===== src/rtl/wb_sram_streamer.sv =====
// Pipelined Wishbone read master that fetches a block of SRAM words and
// streams them out through a small FIFO with valid/ready and a last marker.
module wb_sram_streamer #(
  parameter int ABITS  = 10,
  parameter int LBITS  = 10,
  parameter int FDEPTH = 4,
  parameter int DELAY  = 3
) (
  input  logic             clk_i,
  input  logic             rst_i,
  input  logic             start_i,
  input  logic             abort_i,
  input  logic [ABITS-1:0] base_i,
  input  logic [LBITS-1:0] len_i,
  output logic             busy_o,
  output logic             done_o,
  output logic             m_cyc_o,
  output logic             m_stb_o,
  output logic             m_we_o,
  output logic             m_bst_o,
  output logic [ABITS-1:0] m_adr_o,
  input  logic             m_ack_i,
  input  logic [31:0]      m_dat_i,
  output logic             s_valid_o,
  input  logic             s_ready_i,
  output logic [31:0]      s_data_o,
  output logic             s_last_o
);
  localparam int PBITS = $clog2(FDEPTH);
  localparam logic [LBITS:0] FDEPTH_L = (LBITS+1)'(FDEPTH);

  // DELAY only exists so older instantiations keep elaborating; no delay is modelled.
  if (FDEPTH < 2 || (FDEPTH & (FDEPTH - 1)) != 0 || DELAY < 0) begin : g_param_check
    $error("wb_sram_streamer: FDEPTH must be a power of 2 and at least 2");
  end

  typedef enum logic [1:0] {IDLE, READ, WAIT, DONE} state_t;
  state_t state;

  logic [ABITS-1:0] base_q;
  logic [LBITS-1:0] len_q, issued, acked, popped;
  logic [31:0]      mem [FDEPTH];
  logic [PBITS-1:0] wr_ptr, rd_ptr;
  logic [PBITS:0]   count;
  logic [LBITS:0]   outstanding, credit;
  logic             ack_ok, pop, flush;

  // Credit counts words in flight on the bus plus words parked in the FIFO.
  assign outstanding = {1'b0, issued - acked};
  assign credit      = outstanding + (LBITS+1)'(count);

  assign busy_o    = (state != IDLE);
  assign done_o    = (state == DONE);
  assign m_cyc_o   = (state == READ) || (state == WAIT && acked != len_q);
  assign m_stb_o   = (state == READ) && (issued < len_q) && (credit < FDEPTH_L);
  assign m_we_o    = 1'b0;
  assign m_bst_o   = m_stb_o && ((len_q - issued) > LBITS'(1));
  assign m_adr_o   = base_q + ABITS'(issued);
  assign s_valid_o = (count != '0);
  assign s_data_o  = s_valid_o ? mem[rd_ptr] : '0;
  assign s_last_o  = s_valid_o && (popped == len_q - LBITS'(1));

  assign ack_ok = m_ack_i && m_cyc_o && (issued != acked);
  assign pop    = s_valid_o && s_ready_i;
  assign flush  = abort_i && (state != IDLE);

  always_ff @(posedge clk_i) begin
    if (ack_ok) mem[wr_ptr] <= m_dat_i;
  end

  always_ff @(posedge clk_i) begin
    if (rst_i) begin
      state  <= IDLE;
      base_q <= '0;
      len_q  <= '0;
      issued <= '0;
      acked  <= '0;
      popped <= '0;
      wr_ptr <= '0;
      rd_ptr <= '0;
      count  <= '0;
    end else begin
      if (flush) begin
        wr_ptr <= '0;
        rd_ptr <= '0;
        count  <= '0;
      end else begin
        if (ack_ok) begin
          wr_ptr <= wr_ptr + 1'b1;
          acked  <= acked + 1'b1;
        end
        if (pop) begin
          rd_ptr <= rd_ptr + 1'b1;
          popped <= popped + 1'b1;
        end
        if (ack_ok && !pop)      count <= count + 1'b1;
        else if (!ack_ok && pop) count <= count - 1'b1;
      end

      case (state)
        IDLE: begin
          if (start_i && !abort_i) begin
            base_q <= base_i;
            len_q  <= len_i;
            issued <= '0;
            acked  <= '0;
            popped <= '0;
            state  <= (len_i == '0) ? DONE : READ;
          end
        end
        READ: begin
          if (abort_i) state <= IDLE;
          else if (m_stb_o) begin
            issued <= issued + 1'b1;
            if (issued == len_q - LBITS'(1)) state <= WAIT;
          end
        end
        WAIT: begin
          if (abort_i) state <= IDLE;
          else if (acked == len_q && count == '0) state <= DONE;
        end
        DONE:    state <= IDLE;
        default: state <= IDLE;
      endcase
    end
  end
endmodule

===== config.mk =====
export PLATFORM = sky130hd
export DESIGN_NAME = wb_sram_streamer
export DESIGN_NICKNAME = d
export VERILOG_FILES = /design/src/rtl/wb_sram_streamer.sv
export SDC_FILE = /design/constraint.sdc
export NUM_CORES = 1
export LEC_CHECK = 0
export BUFFER_PORTS_ARGS = -buffer_cell sky130_fd_sc_hd__buf_4
export CORE_ASPECT_RATIO = 0.6
export CORE_UTILIZATION = 49
export CTS_CLUSTER_SIZE = 10
export DETAILED_ROUTE_END_ITERATION = 10
export PLACE_DENSITY = 0.69
export SLEW_MARGIN = 20
export SYNTH_ARGS = -nofsm -noshare
export SYNTH_HDL_FRONTEND = slang
export SYNTH_SLANG_ARGS = --single-unit

===== constraint.sdc =====
create_clock -name clk_i -period 4.2 [get_ports clk_i]
set_input_delay 0.42 -clock clk_i [delete_from_list [all_inputs] [get_ports clk_i]]
set_output_delay 0.42 -clock clk_i [all_outputs]
set_load 0.02 [all_outputs]

* After elaboration in Yosys (flattened, before gate mapping)
Memories as Yosys holds them, arrays and structs flattened. A register that Yosys moved wholly into a read port is not among the register bits.
Index checks and enable logic that the tools add are counted.
W data, S select, Z words.
** Storage, ports and cells
- Output and inout port bits :: 50
- Register bits :: 59
- Bits in writable memories :: 128
- Memories kept :: 1
** Cells by class
- $lt $le $gt $ge :: 3
- Eq/ne operators :: 14
- Mux-type cells :: 27
- $add $sub $neg :: 12
- Reduce and logical (&&, ||, !) cells :: 28
** Memory list
- mem :: words 4, bits a word 32, rd ports 1, clocked after Yosys merged registers in 1, wr ports 1, RTL line 42 : logic [31:0] mem [FDEPTH];
** Operators by type and width (count)
- $mux W10 :: 11
- $mux W32 :: 1
- $add A10 B1 Y10 const B :: 3
- $eq A10 B10 Y1 :: 3
- $ne A10 B10 Y1 :: 2
- $pmux W10 S2 :: 1
- $sub A10 B10 Y10 :: 2
- $mux W2 :: 9
- $logic_and A1 B1 Y1 :: 13
- $add A10 B3 Y11 :: 1
- $lt A11 B3 Y1 const B :: 1
- $add A10 B10 Y10 :: 1
- $gt A10 B1 Y1 const B :: 1
- $logic_not A10 Y1 :: 1
- $lt A10 B10 Y1 :: 1
- $sub A10 B1 Y10 const B :: 1
- $pmux W2 S4 :: 1
- $reduce_and A4 Y1 :: 2
- $mux W3 :: 2
- $ne A2 B2 Y1 const B :: 3
- $ne A3 B2 Y1 const B :: 2
- $reduce_bool A2 Y1 :: 3
- $add A2 B1 Y2 const B :: 2
- $eq A2 B2 Y1 const B :: 2
- other kinds (12) :: 15

* Longest topological paths before layout
- Word-level depth :: 9
- Gate-level depth with buffers :: 14
- Depth with buffers taken out :: 14

* Worst setup path before layout
Ideal clock, no wire load.
- Kind :: reg-to-output
- Start point :: register acked[0]
- End point :: output m_bst_o
- Stages on the path, launching flop included :: 13
- Path buffers :: 0
- Setup slack :: 20 ps
- Data arrival time :: 3760 ps
- Path through :: dfxtp_1 -> ha_1 -> inv_1 -> fa_1 -> xor2_1 -> ha_1 -> or3_4 -> nor3b_1 -> nand3_1 -> or4_1 -> or4_1 -> and4bb_2 -> o31a_1
** Between the ends
- Cells in the longest elaborated chain, start to end :: 5
** RTL lines
- from (decl) :: RTL line 41 : logic [LBITS-1:0] len_q, issued, acked, popped;
- from (signal assigned) :: RTL line 90 : acked <= acked + 1'b1;
- $sub A10 B10 Y10 :: RTL line 49 : assign outstanding = {1'b0, issued - acked};
- $add A10 B3 Y11 :: RTL line 50 : assign credit = outstanding + (LBITS+1)'(count);
- $lt A11 B3 Y1 :: RTL line 55 : assign m_stb_o = (state == READ) && (issued < len_q) && (credit < FDEPTH_L);
- $logic_and A1 B1 Y1 :: RTL line 55
- named net m_stb_o :: RTL line 18 : output logic m_stb_o,
- $logic_and A1 B1 Y1 :: RTL line 57 : assign m_bst_o = m_stb_o && ((len_q - issued) > LBITS'(1));
- to (decl) :: RTL line 20 : output logic m_bst_o,
The timed path passes the listed nets, and every way through them passes these cells.

* Worst setup path after layout
- Start point :: register issued[0]
- End point :: output m_bst_o
** Between the ends
- Cells in the longest elaborated chain, start to end :: 5
- Elaborated cells between the ends (all ways) :: 9
** RTL lines
- from (decl) :: RTL line 41
- from (signal assigned) :: RTL line 114 : issued <= issued + 1'b1;
- $sub A10 B10 Y10 :: RTL line 49
- $add A10 B3 Y11 :: RTL line 50
- $lt A11 B3 Y1 :: RTL line 55
- $logic_and A1 B1 Y1 :: RTL line 55
- $logic_and A1 B1 Y1 * :: RTL line 57
Mark *: on every way between the ends. The rest lies on a longest branch, timed or not.

==> results.json <==
{
  "synthDistinctLibCells": 58,
  "nets": 1003,
  "final_area_um2": 11200,
  "synth_warnings": 0,
  "port_buffers": 106,
  "drive_gt1_share_pct": 23.4,
  "coreArea_um2": 18400,
  "synth_top_cell_by_area": "edfxtp_1",
  "synth.area.mux_share_pct": 9.09,
  "regArea_um2": 5070,
  "firstDrtPassIters": 6,
  "crit_fanout": 2,
  "crit_family": "simple AND/OR/NAND/NOR gates",
  "place_area_um2": 10500,
  "clock_skew_ns": 0.0104,
  "yosys.area_share.adder_pct": 6.06,
  "syn_area_um2": 9380,
  "io_pins": 108,
  "setup_viol": 1,
  "finalWorstSetupSlack_ns": -0.139,
  "clock_sinks": 189,
  "p_leak_uw": 0.00428,
  "rsz0062_at_grt": "yes",
  "fill_cells": 1458,
  "netlist_instances": 781,
  "worstPathRequired_ns": 3.78,
  "core.rowCount": 38,
  "clk_pin_slew_ns": 0.08,
  "grt_pass1_wl_mm": 34.1,
  "numCtsBuffers": 17,
  "layout_commonest_cell": "edfxtp_1",
  "power_density_nw_per_um2": 491,
  "cts_htree_levels": 4,
  "top_layer": "met4",
  "syn_nets": 882,
  "met2_length_mm": 8.63,
  "track_usage_pct": 23.4,
  "dieArea_um2": 19700,
  "routed_via_density": 5.52,
  "synthArstFlopShare_pct": 0,
  "ys_seq_area_share_pct": 54.0,
  "finish.utilization_pct": 60.7,
  "tightestPinTransition_ns": 0.859,
  "synthSimpleGateAreaFrac_pct": 14.5,
  "endpoint_kind": "primary output",
  "synth-xor-area-share_pct": 7.01,
  "drt-initial-drc-count": 495,
  "outcome": "finished with violations",
  "antenna_cells": 0,
  "peakVddDrop_v": 0.000359,
  "wirelength_mm": 21.8,
  "finalHoldViolCount": 0,
  "yosys-top-cells-area": "edfxtp_1, dfxtp_1, mux4_2, ha_1, xor2_1",
  "met3_length_mm": 1.98,
  "area_growth_pct": 19.1,
  "max_freq_ghz": 0.230,
  "start_util_pct": 51.0,
  "post-place-cells": 1121,
  "ant_nets": 0,
  "final_cell_mix": "edfxtp_1, buf_4, nand2_1, dfxtp_1, nor2_1",
  "grt_max_degree": 36,
  "hold_path.class": "primary input to flip-flop",
  "criticalPathCategory": "flip-flop to primary output",
  "yosysTopAreaCellShare_pct": 41.0,
  "grt_overflow": 0,
  "cts_max_path_buffers": 2,
  "first_global_vias": 6061,
  "crit_slowest_cell": "or4_1",
  "ys_ff_latch": 189,
  "timing.slew.headroom_pct": 42.7,
  "vias": 6370,
  "clk_latency_ns": 0.44,
  "path_buf_inv": 3,
  "multiInputGateArea_um2": 4090,
  "crit_chain": "inv_2 -> ha_4 -> inv_2 -> fa_2 -> xor2_1 -> ha_1 -> or3_4 -> nor3b_2 -> nand3_1 -> or4_1 -> or4_1 -> and4bb_2 -> o31a_1 -> buf_6",
  "stdcell_count": 1155,
  "wire_per_inst_um": 18.9,
  "arrival_ns": 3.92,
  "antenna_found_initial": 0,
  "min_period_ns": 4.34,
  "start_kind": "flip-flop",
  "synth_edf_count": 128,
  "cts_tree": "done",
  "avgSynthCellArea_um2": 12.0,
  "cts-root-buf": "clkbuf_16",
  "fp.dieW_um": 181,
  "die_h_um": 109,
  "wl_met1_mm": 11.0,
  "gp_congestion": 0.971,
  "fin_crit_sh_pct": 103,
  "synth_top_family_by_area": "simple AND/OR/NAND/NOR gates",
  "synth_compound_area_share_pct": 6.67,
  "slew_viol_final": 0,
  "maxCapViolCount": 0,
  "hpwl_mm": 15.6,
  "cp_slowest_stage_delay_ns": 0.46,
  "ys.flop_type": "edfxtp_1",
  "holdWs_ns": 0.172,
  "drc": 0,
  "violations": "setup timing",
  "power_uw": 5480
}
[sequential cells by signal (all words and copies together) (netlist names), named ones only]
signal / flops
base_q: 10
state: 2
acked: 10
wr_ptr: 2
popped: 10
count: 3
issued: 10
rd_ptr: 2
len_q: 10
mem: 128
[where the power goes]
group          leakage, uW  switching, uW  internal, uW
clock network     0.000290            778           855
logic              0.00235            911           801
registers          0.00165            107          2030
total              0.00428           1800          3680
[synth_stat cells (20+ instances only)]
master / instances
a21oi_1: 43
and2_1: 41
clkbuf_1: 20
dfxtp_1: 61
edfxtp_1: 128
ha_1: 39
inv_1: 36
mux4_2: 32
nand2_1: 74
nor2_1: 53
xnor2_1: 36
xor2_1: 39
[layout make-up]
class | count | area share, %
Clock inverter | 14 | 1.50
Inverter | 37 | 1.24
Clock buffer | 18 | 3.84
Tap cell | 240 | 2.69
Sequential cell | 189 | 45.4
Multi-Input combinational cell | 528 | 36.6
Timing Repair Buffer | 129 | 8.74
[logic make-up (layout without fill, tap and decap cells)]
group / Yosys count / after routing
AOI/OAI and AO/OA: 99 / 99
xor gates and xnor gates: 75 / 75
adders and majority gates: 43 / 43
buffers and inverters: 64 / 198
DFF: 189 / 189
muxes: 45 / 45
other: 1 / 1
and+or+nand+nor: 265 / 265
[routing by layer]
| metal | global-route usage (%) | vias to the layer above |
|---|---|---|
| met1 | 36.1 | 3051 |
| li1 | - | 3083 |
| met2 | 30.6 | 218 |
| met5 | 0 | - |
| met3 | 7.78 | 18 |
| met4 | 6.29 | 0 |
[stage by stage]
| step | worst slack, ns | TNS (ns) |
|---|---|---|
| 3_3_place_gp | 0.0458 | 0 |
| 6_report | -0.139 | -0.139 |
| 5_1_grt | -0.302 | -0.447 |
| 3_5_place_dp | -0.0139 | -0.0139 |
| 2_1_floorplan | 0.0195 | 0 |
| 4_1_cts | -0.130 | -0.137 |
[what timing repair did]
action	in CTS	in global routing
setup buffers	1	1
hold buffers	0	0
setup endpoints to repair	2	2
gates cloned	0	0
pin swaps	8	3
resized for setup	9	1
[path summary, 6_finish.rpt]
kind | startpoint | end | slack [ns] | cells after the start
worst min-delay path | m_dat_i[16] | mem[0][16] | 0.17 | 1
worst max register to register | issued[0] | issued[6] | 0.25 | 15
worst min register to register | base_q[6] | base_q[6] | 0.47 | 2
worst max-delay path | issued[0] | m_bst_o | -0.14 | 14
Note: power is estimated with default switching activity, not from simulation.
